## src/rtl/id_ex_forward_stage.sv

```systemverilog
// ID/EX pipeline register with EX-stage forwarding for the pipelined MIPS core.
// Captures the decoded operands and control, then feeds the ALU with operands
// forwarded from the MEM and WB stages. It also flags load-use hazards back to
// the stall logic.
module id_ex_forward_stage #(
  parameter int DATA_W = 32,
  parameter int REG_AW = 5
) (
  input  logic              clk,
  input  logic              rst,
  input  logic              Stall,
  input  logic              Flush,
  input  logic [DATA_W-1:0] ReadData1D,
  input  logic [DATA_W-1:0] ReadData2D,
  input  logic [DATA_W-1:0] SignImmD,
  input  logic [REG_AW-1:0] RsD,
  input  logic [REG_AW-1:0] RtD,
  input  logic [REG_AW-1:0] RdD,
  input  logic [1:0]        ALUControlD,
  input  logic              ALUSrcD,
  input  logic              RegDstD,
  input  logic              RegWriteD,
  input  logic              MemWriteD,
  input  logic              MemtoRegD,
  input  logic              BranchD,
  input  logic [DATA_W-1:0] ALUResultM,
  input  logic [REG_AW-1:0] WriteRegM,
  input  logic              RegWriteM,
  input  logic [DATA_W-1:0] ResultW,
  input  logic [REG_AW-1:0] WriteRegW,
  input  logic              RegWriteW,
  output logic [DATA_W-1:0] Operand1,
  output logic [DATA_W-1:0] Operand2,
  output logic [1:0]        ALUControlE,
  output logic [DATA_W-1:0] WriteDataE,
  output logic [REG_AW-1:0] WriteRegE,
  output logic              RegWriteE,
  output logic              MemWriteE,
  output logic              MemtoRegE,
  output logic              BranchE,
  output logic [1:0]        ForwardAE,
  output logic [1:0]        ForwardBE,
  output logic              LoadUseHazard
);

  // Source that a forwarding mux selects for an EX operand.
  typedef enum logic [1:0] {
    FWD_REG = 2'b00,
    FWD_WB  = 2'b01,
    FWD_MEM = 2'b10
  } fwd_sel_e;

  // Everything carried across the ID/EX boundary. An all-zero value is a bubble.
  typedef struct packed {
    logic [DATA_W-1:0] rd1;
    logic [DATA_W-1:0] rd2;
    logic [DATA_W-1:0] imm;
    logic [REG_AW-1:0] rs;
    logic [REG_AW-1:0] rt;
    logic [REG_AW-1:0] rd;
    logic [1:0]        alu_ctrl;
    logic              alu_src;
    logic              reg_dst;
    logic              reg_write;
    logic              mem_write;
    logic              mem_to_reg;
    logic              branch;
  } id_ex_t;

  id_ex_t   id_ex_in;
  id_ex_t   id_ex_d;
  id_ex_t   id_ex_q;
  fwd_sel_e fwd_a;
  fwd_sel_e fwd_b;

  // Picks the youngest in-flight producer of src. Register 0 is hard-wired,
  // so a write to it is never forwarded.
  function automatic fwd_sel_e fwd_select(
    input logic [REG_AW-1:0] src,
    input logic              wr_m,
    input logic [REG_AW-1:0] reg_m,
    input logic              wr_w,
    input logic [REG_AW-1:0] reg_w
  );
    if (wr_m && (reg_m != '0) && (reg_m == src)) begin
      return FWD_MEM;
    end
    if (wr_w && (reg_w != '0) && (reg_w == src)) begin
      return FWD_WB;
    end
    return FWD_REG;
  endfunction

  assign id_ex_in = '{
    rd1:        ReadData1D,
    rd2:        ReadData2D,
    imm:        SignImmD,
    rs:         RsD,
    rt:         RtD,
    rd:         RdD,
    alu_ctrl:   ALUControlD,
    alu_src:    ALUSrcD,
    reg_dst:    RegDstD,
    reg_write:  RegWriteD,
    mem_write:  MemWriteD,
    mem_to_reg: MemtoRegD,
    branch:     BranchD
  };

  // Next ID/EX contents: a bubble on Flush, hold on Stall, otherwise load.
  always_comb begin
    // NOTE: default first so every path assigns id_ex_d; a missing branch would infer a latch.
    id_ex_d = id_ex_q;
    if (Flush) begin
      id_ex_d = '0;
    end else if (!Stall) begin
      id_ex_d = id_ex_in;
    end
  end

  // ID/EX register; reset clears it at once and drops the in-flight instruction.
  always_ff @(posedge clk or posedge rst) begin
    // NOTE: non-blocking assignments so every flop samples pre-edge values.
    if (rst) begin
      id_ex_q <= '0;
    end else begin
      id_ex_q <= id_ex_d;
    end
  end

  // Forwarding selects and the operand muxes they drive.
  always_comb begin
    fwd_a = fwd_select(id_ex_q.rs, RegWriteM, WriteRegM, RegWriteW, WriteRegW);
    fwd_b = fwd_select(id_ex_q.rt, RegWriteM, WriteRegM, RegWriteW, WriteRegW);

    Operand1 = id_ex_q.rd1;
    case (fwd_a)
      FWD_MEM: Operand1 = ALUResultM;
      FWD_WB:  Operand1 = ResultW;
      default: Operand1 = id_ex_q.rd1;
    endcase

    WriteDataE = id_ex_q.rd2;
    case (fwd_b)
      FWD_MEM: WriteDataE = ALUResultM;
      FWD_WB:  WriteDataE = ResultW;
      default: WriteDataE = id_ex_q.rd2;
    endcase

    Operand2 = id_ex_q.alu_src ? id_ex_q.imm : WriteDataE;
  end

  assign ForwardAE     = fwd_a;
  assign ForwardBE     = fwd_b;
  assign ALUControlE   = id_ex_q.alu_ctrl;
  assign WriteRegE     = id_ex_q.reg_dst ? id_ex_q.rd : id_ex_q.rt;
  assign RegWriteE     = id_ex_q.reg_write;
  assign MemWriteE     = id_ex_q.mem_write;
  assign MemtoRegE     = id_ex_q.mem_to_reg;
  assign BranchE       = id_ex_q.branch;
  // A load in EX whose target is read by the instruction in ID. RtE==0 is
  // still flagged; the hazard unit masks that case.
  assign LoadUseHazard = id_ex_q.mem_to_reg &&
                         ((id_ex_q.rt == RsD) || (id_ex_q.rt == RtD));

endmodule

```

## config.mk

```make
export PLATFORM = sky130hd
export DESIGN_NAME = id_ex_forward_stage
export DESIGN_NICKNAME = d
export VERILOG_FILES = /design/src/rtl/id_ex_forward_stage.sv
export SDC_FILE = /design/constraint.sdc
export NUM_CORES = 1
export LEC_CHECK = 0
export ABC_AREA = 1
export BUFFER_PORTS_ARGS = -buffer_cell sky130_fd_sc_hd__buf_2
export CORE_UTILIZATION = 39
export CTS_CLUSTER_SIZE = 24
export DETAILED_ROUTE_END_ITERATION = 10
export PLACE_DENSITY = 0.69
export SETUP_SLACK_MARGIN = 0.15
export SYNTH_ARGS = -nofsm -noshare
export SYNTH_HDL_FRONTEND = slang
export SYNTH_SLANG_ARGS = --single-unit
```

## constraint.sdc

```tcl
create_clock -name clk -period 3.42 [get_ports clk]
set_clock_uncertainty 0.1 [all_clocks]
set_input_delay 0.171 -clock clk [delete_from_list [all_inputs] [get_ports clk]]
set_output_delay 0.171 -clock clk [all_outputs]
set_load 0.02 [all_outputs]
```

==> impl_metrics.yaml, run 1 <==
layout:
  nFillCells: 1770
  fin_cells: 1677
  finalNetCount: 1597
  syn_to_final_growth_pct: 42.8
  drive_gt1_share_pct: 33.4
  seq_area_mm2: 0.00298
  design_area_mm2: 0.0111
  multi_input_area_mm2: 0.00417
yosys:
  synth_mux_area_share_pct: 0
  synthTopCellsByArea: "dfrtp_1 38%, nand2_1 16%, nand3_1 16%, nand3_2 12%, o21ai_0 4.2%"
  yosys.area.top_type: "dfrtp_1"
  synth.distinct_cells: 35
  yosys.area_share.xor_xnor_pct: 1.46
  synth_top_family_by_area: "simple AND/OR/NAND/NOR gates"
  avgSynthCellArea_um2: 7.60
  synth_sequential_area_ratio_pct: 38.2
  synth_compound_area_share_pct: 4.72
  yosysTopAreaCellShare_pct: 38.2
  synthCells: 1025
  synth_adder_area_share_pct: 0
  yosys_warnings: 0
  syn_nets: 1224
  syn-cell-area_mm2: 0.00779
  yosys.area_share.simple_pct: 47.2
  ys_ff_latch: 119
placement:
  place_inst: 1524
  place.gp.congestion: 0.838
  io_buffer_count: 310
  place_area_mm2: 0.00928
  hpwlAfterDp_mm: 19.3
global_route:
  grt_pass1_wl_mm: 45.4
  antenna_found_initial: 2
  grtUsageTotal_pct: 29.1
  grt_max_degree: 144
  grt_overflow: 0
  grt_pass1_vias: 8433
sta:
  fmax_ghz: 0.334
  slew_headroom_pct: 42.2
  timing_hold_violations_final: 0
  max_slew.worst_pin.slew_ps: 867
  slew_viol_final: 0
  rsz0062_at_grt: "false"
  fin_tns_setup_ps: 0
  finalSetupViolations: 0
  period_share_pct: 87.6
  min_period_ps: 3000
job:
  maxCapViolations: 0
clock_network:
  clockBufferDepth: 2
  cts_tree: "done"
  post_cts_buffers: 0
  post_cts_resized: 0
  clock_latency_ps: 420
  cts_root_buffer: "clkbuf_16"
  htreeDepth: 4
  numClockSinks: 119
  numCtsBuffers: 17
  clk_pin_slew_ps: 60
hold_path:
  hold_depth: 3
  hp-class: "input pin to register"
worst_setup_path:
  required_ps: 3150
  crit_path_end_kind: "output port"
  critPathLaunchType: "register"
  worst_r2r_path_depth: 2
  critical_path.max_fanout: 33
  cp.arrival_ps: 2730
  critPathKind: "register to output port"
pwr:
  power.density_mw_per_mm2: 417
  p_leak_nw: 5.87
  peakVddDrop_mv: 0.327
floorplan:
  rows: 51
  floorplan.initialDensity_pct: 39.9
  io_pins: 311
  fp.dieW_um: 143
  die_h_um: 143
  dieArea_mm2: 0.0206
  core_area_mm2: 0.0195
routing:
  viasPerCell: 5.33
  antenna_left: 0
  drc_errors: 0
  post_drt_wl_per_cell_um: 18.0
  drt_iter0_markers: 676
  vias: 8940
  dr.pass1.iters: 5
  routed_wl_mm: 30.1
status:
  run_status: "completed"
layer usage:
layer / part of all wire, % / GRT usage [%] / up-vias
met5: 0.090 / 0 / -
met2: 49 / 49.6 / 508
met4: 3.1 / 12.7 / 4
li1: - / - / 4173
met1: 41 / 36.3 / 4177
met3: 7.5 / 5.13 / 78
stage by stage:
step                worst slack [ps]  util (%)  hold WS (ps)  total power [mW]
floorplan                       1560         -           212              2.15
global placement                 941      47.5           297              2.52
detailed placement               925      47.5           300              2.52
CTS                              471      57.0           174              4.65
global route                     281      57.0           209              4.82
finish                           423      57.0           191              4.64
Yosys cell counts:
cell type      count
nor3_1             1
buf_6              7
nor3_4             1
clkbuf_8           1
nand3_4            2
buf_2             11
a21oi_1            3
dfrtp_1          119
buf_4              8
nor2_4             2
nand3_1          249
nand4_1            3
buf_12             7
nand2_1          335
dlygate4sd3_1      1
nand2_4            2
clkinv_1           1
xnor2_1            5
nand3_2           95
nor2_8             1
dlygate4sd1_1      1
nor4_1             1
nor2_2             1
and2b_1            1
o22ai_1            1
buf_1              2
inv_2              6
nand2_2            4
a211oi_1           1
inv_1             18
nor2_1            10
a221oi_1           1
xor2_1             8
clkbuf_1          50
o21ai_0           66
critical path, cell delays in order (launching register included):
cell     delay, ps
dfrtp_1        410
xor2_1         180
nor3_1          80
nand2_1         80
buf_4          410
nand2_1        120
inv_2          560
nand2_1        180
nand3_1        130
buf_2          170
cell type report:
| class | count | share of cell area [%] |
|---|---|---|
| Multi-Input combinational cell | 793 | 37.5 |
| Sequential cell | 119 | 26.8 |
| Tap cell | 265 | 2.98 |
| Clock inverter | 15 | 2.02 |
| Antenna cell | 1 | 0.0225 |
| Timing Repair Buffer | 442 | 26.0 |
| Inverter | 25 | 0.922 |
| Clock buffer | 17 | 3.82 |
sequential cells by signal, indices dropped and copies added (netlist names):
signal / flops
id_ex_q: 113
ALUControlE: 2
BranchE: 1
MemWriteE: 1
MemtoRegE: 1
RegWriteE: 1
timing repair:
item,in CTS,in global routing
endpoints found under the setup margin,0,0
hold endpoints to repair,238,0
hold buffers,120,0
kinds of logic (layout without fill, tap and decap cells):
kind of cell | count (synthesis) | count (layout)
xor gates and xnor gates | 13 | 13
buffers and inverters | 113 | 499
and+or+nand+nor | 708 | 708
AOI/OAI and AO/OA | 72 | 72
other | 0 | 1
DFF | 119 | 119
path summary, 6_finish.rpt:
| check | startpoint | to | slack (ps) |
|---|---|---|---|
| max | id_ex_q[20] | Operand1[29] | 420 |
| min | Stall | id_ex_q[76] | 190 |
| max reg2reg | id_ex_q[5] | id_ex_q[5] | 2180 |
| min reg2reg | id_ex_q[108] | id_ex_q[108] | 410 |
| max in group asynchronous | rst | id_ex_q[45] | 2280 |
| min in group asynchronous | rst | id_ex_q[19] | 320 |
cells in the final DEF, fill, tap and decap left out, drive strengths merged, types with 14 or more instances in the layout:
| cell | count |
|---|---|
| nand3 | 346 |
| nand2 | 341 |
| buf | 322 |
| dlygate4sd3 | 120 |
| dfrtp | 119 |
| o21ai | 66 |
| inv | 25 |
| clkbuf | 17 |
| nor2 | 14 |
power breakdown:
part	leakage (nW)	internal, mW	switching (mW)
registers	1.56	1.50	0.0688
clock network	0.318	1.30	0.720
logic	3.99	0.407	0.649
total	5.87	3.21	1.44
(Power assumes the default switching activity.)
==> inputs of run 2 (changes only) <==
- CELL_PAD_IN_SITES_DETAIL_PLACEMENT: not set -> 0
- CELL_PAD_IN_SITES_GLOBAL_PLACEMENT: not set -> 1
- CORE_UTILIZATION: 39 -> 31
- MAX_ROUTING_LAYER: not set -> met4
- PLACE_DENSITY: 0.69 -> not set
- PLACE_DENSITY_LB_ADDON: not set -> 0.1
==> run 2 against run 1 <==
Against the previous run:
- combinational power about the same
- critical path depth increased by 1
- core utilization decreased by 11 points
- sequential share of layout area decreased by 0.063 points
- routed wire length increased by 4.0%
- power decreased by 4.2%
- critical endpoint is now Operand2[22]
- largest cell class unchanged
- non-clock buffer count increased by 2
==> impl_metrics.yaml, run 2 (synthesized netlist as in run 1, its figures left out) <==
placement:
  hpwlAfterDp_mm: 21.4
  place_inst: 1585
  place.gp.congestion: 0.906
  io_buffer_count: 310
global_route:
  grt_max_degree: 229
  grt_pass1_vias: 8863
  grtUsageTotal_pct: 25.4
  grt_pass1_wl_mm: 49.2
  antenna_found_initial: 5
  grt_overflow: 0
layout:
  finalNetCount: 1599
  fin_cells: 1742
  largest_reg_flops: 113
  layout.cells.most_common: "nand2_1"
  drive_gt1_share_pct: 33.5
  final_cell_mix: "334 x nand2_1, 309 x buf_2, 249 x nand3_1"
  nFillCells: 2589
  top_register: "id_ex_q"
  syn_to_final_growth_pct: 43.2
pwr:
  peakVddDrop_mv: 0.256
  power_frac_seq_pct: 35.3
  swShare_pct: 32.5
  pwr-share-clk_pct: 40.9
  intPower_mw: 3.01
  p_comb_share_pct: 23.8
  power.density_mw_per_mm2: 399
  p_switching_mw: 1.44
  p_leak_nw: 5.84
sta:
  fmax_ghz: 0.330
  timing_hold_violations_final: 0
  slew_viol_final: 0
  min_period_ps: 3030
  rsz0062_at_grt: "false"
  finalSetupViolations: 0
  max_slew.worst_pin.slew_ps: 1140
  slew_headroom_pct: 23.8
  period_share_pct: 88.7
  fin_tns_setup_ps: 0
routing:
  antenna_left: 0
  routed_wl_mm: 31.3
  drt_iter0_markers: 591
  dr.pass1.iters: 5
  post_drt_wl_per_cell_um: 18.0
  vias: 8583
  drc_errors: 0
  viasPerCell: 4.93
floorplan:
  rows: 57
  die_h_um: 161
  floorplan.initialDensity_pct: 31.9
  core_area_mm2: 0.0245
  dieArea_mm2: 0.0258
  io_pins: 311
  fp.dieW_um: 161
clock_network:
  cts_tree: "done"
  numCtsBuffers: 17
  clk_pin_slew_ps: 60
  post_cts_buffers: 0
  clockBufferDepth: 2
  cts_root_buffer: "clkbuf_16"
  clock_latency_ps: 410
  htreeDepth: 4
  numClockSinks: 119
worst_setup_path:
  crit_family: "simple AND/OR/NAND/NOR gates"
  cp.arrival_ps: 2760
  critical_path.max_fanout: 33
  cp_cell_sequence: "inv_2 > nand2_2 > nand2_4 > nor3_4 > nand3_4 > nand3_2 > nand3_2 > nand2_1 > nand2_1 > buf_2"
  critPathLaunchType: "register"
  crit_path_end_kind: "output port"
  crit_buf_inv: 2
  cp_slowest_stage_delay_ps: 550
  critPathKind: "register to output port"
  required_ps: 3150
  crit_slowest_cell: "nand3_4"
job:
  maxCapViolations: 0
hold_path:
  hp-class: "input pin to register"
status:
  run_status: "completed"
[run 2: power by group through the flow]
stage / Combinational, mW / Sequential (mW) / Clock (mW)
final: 1.06 / 1.57 / 1.82
after detailed placement: 0.958 / 1.59 / 0
after global routing: 1.16 / 1.58 / 1.92
after global placement: 0.960 / 1.59 / 0
after floorplan: 0.576 / 1.58 / 0
after CTS: 1.07 / 1.57 / 1.86
[run 2: layer usage]
layer  vias to the layer above  global-route usage [%]  wire length [µm]
met1                      4067                    32.1             14100
met4                         0                    8.70               685
met3                        37                    3.87              1550
met5                         -                       -                 0
li1                       4185                       -                 -
met2                       294                    41.2             15000
[run 2: what timing repair did]
item                      4_1_cts  5_1_grt
resized for setup               0        0
hold endpoints to repair      146        0
hold buffers                  120        0
[run 2: worst paths after layout]
kind	to	slack, ps	depth (start not counted)	startpoint
worst max-delay path	Operand2[22]	390	10	id_ex_q[14]
worst min register to register	id_ex_q[46]	410	2	id_ex_q[46]
max in group asynchronous	id_ex_q[51]	2080	4	rst
min in group asynchronous	id_ex_q[4]	340	3	rst
worst max register to register	id_ex_q[5]	1800	2	id_ex_q[5]
worst min-delay path	BranchE	270	5	Flush
[run 2: worst min-delay path, stage by stage]
cell and delay (ps):
buf_2 110, inv_6 40, buf_12 220, nand2_1 130, o21ai_0 60
[run 2: area by class of cell]
class | count | area (µm²) | share of cell area, %
antenna | 5 | 12.5 | 0.112
inverter | 25 | 103 | 0.920
multi-input combinational | 793 | 4170 | 37.4
tap | 324 | 405 | 3.63
timing repair buffer | 444 | 2900 | 26.0
clock buffer | 18 | 439 | 3.94
clock inverter | 14 | 151 | 1.36
sequential | 119 | 2980 | 26.7
[run 2: through the flow]
step / worst slack [ps] / total power, mW / util, % / hold WS (ps) / instance area (µm²)
after floorplan: 1560 / 2.15 / - / 212 / 7800
after detailed placement: 790 / 2.55 / 38.2 / 245 / 9350
after global routing: 171 / 4.66 / 45.6 / 379 / 11200
after global placement: 818 / 2.55 / 38.2 / 248 / 9350
after CTS: 343 / 4.50 / 45.6 / 353 / 11100
final: 387 / 4.45 / 45.6 / 268 / 11200
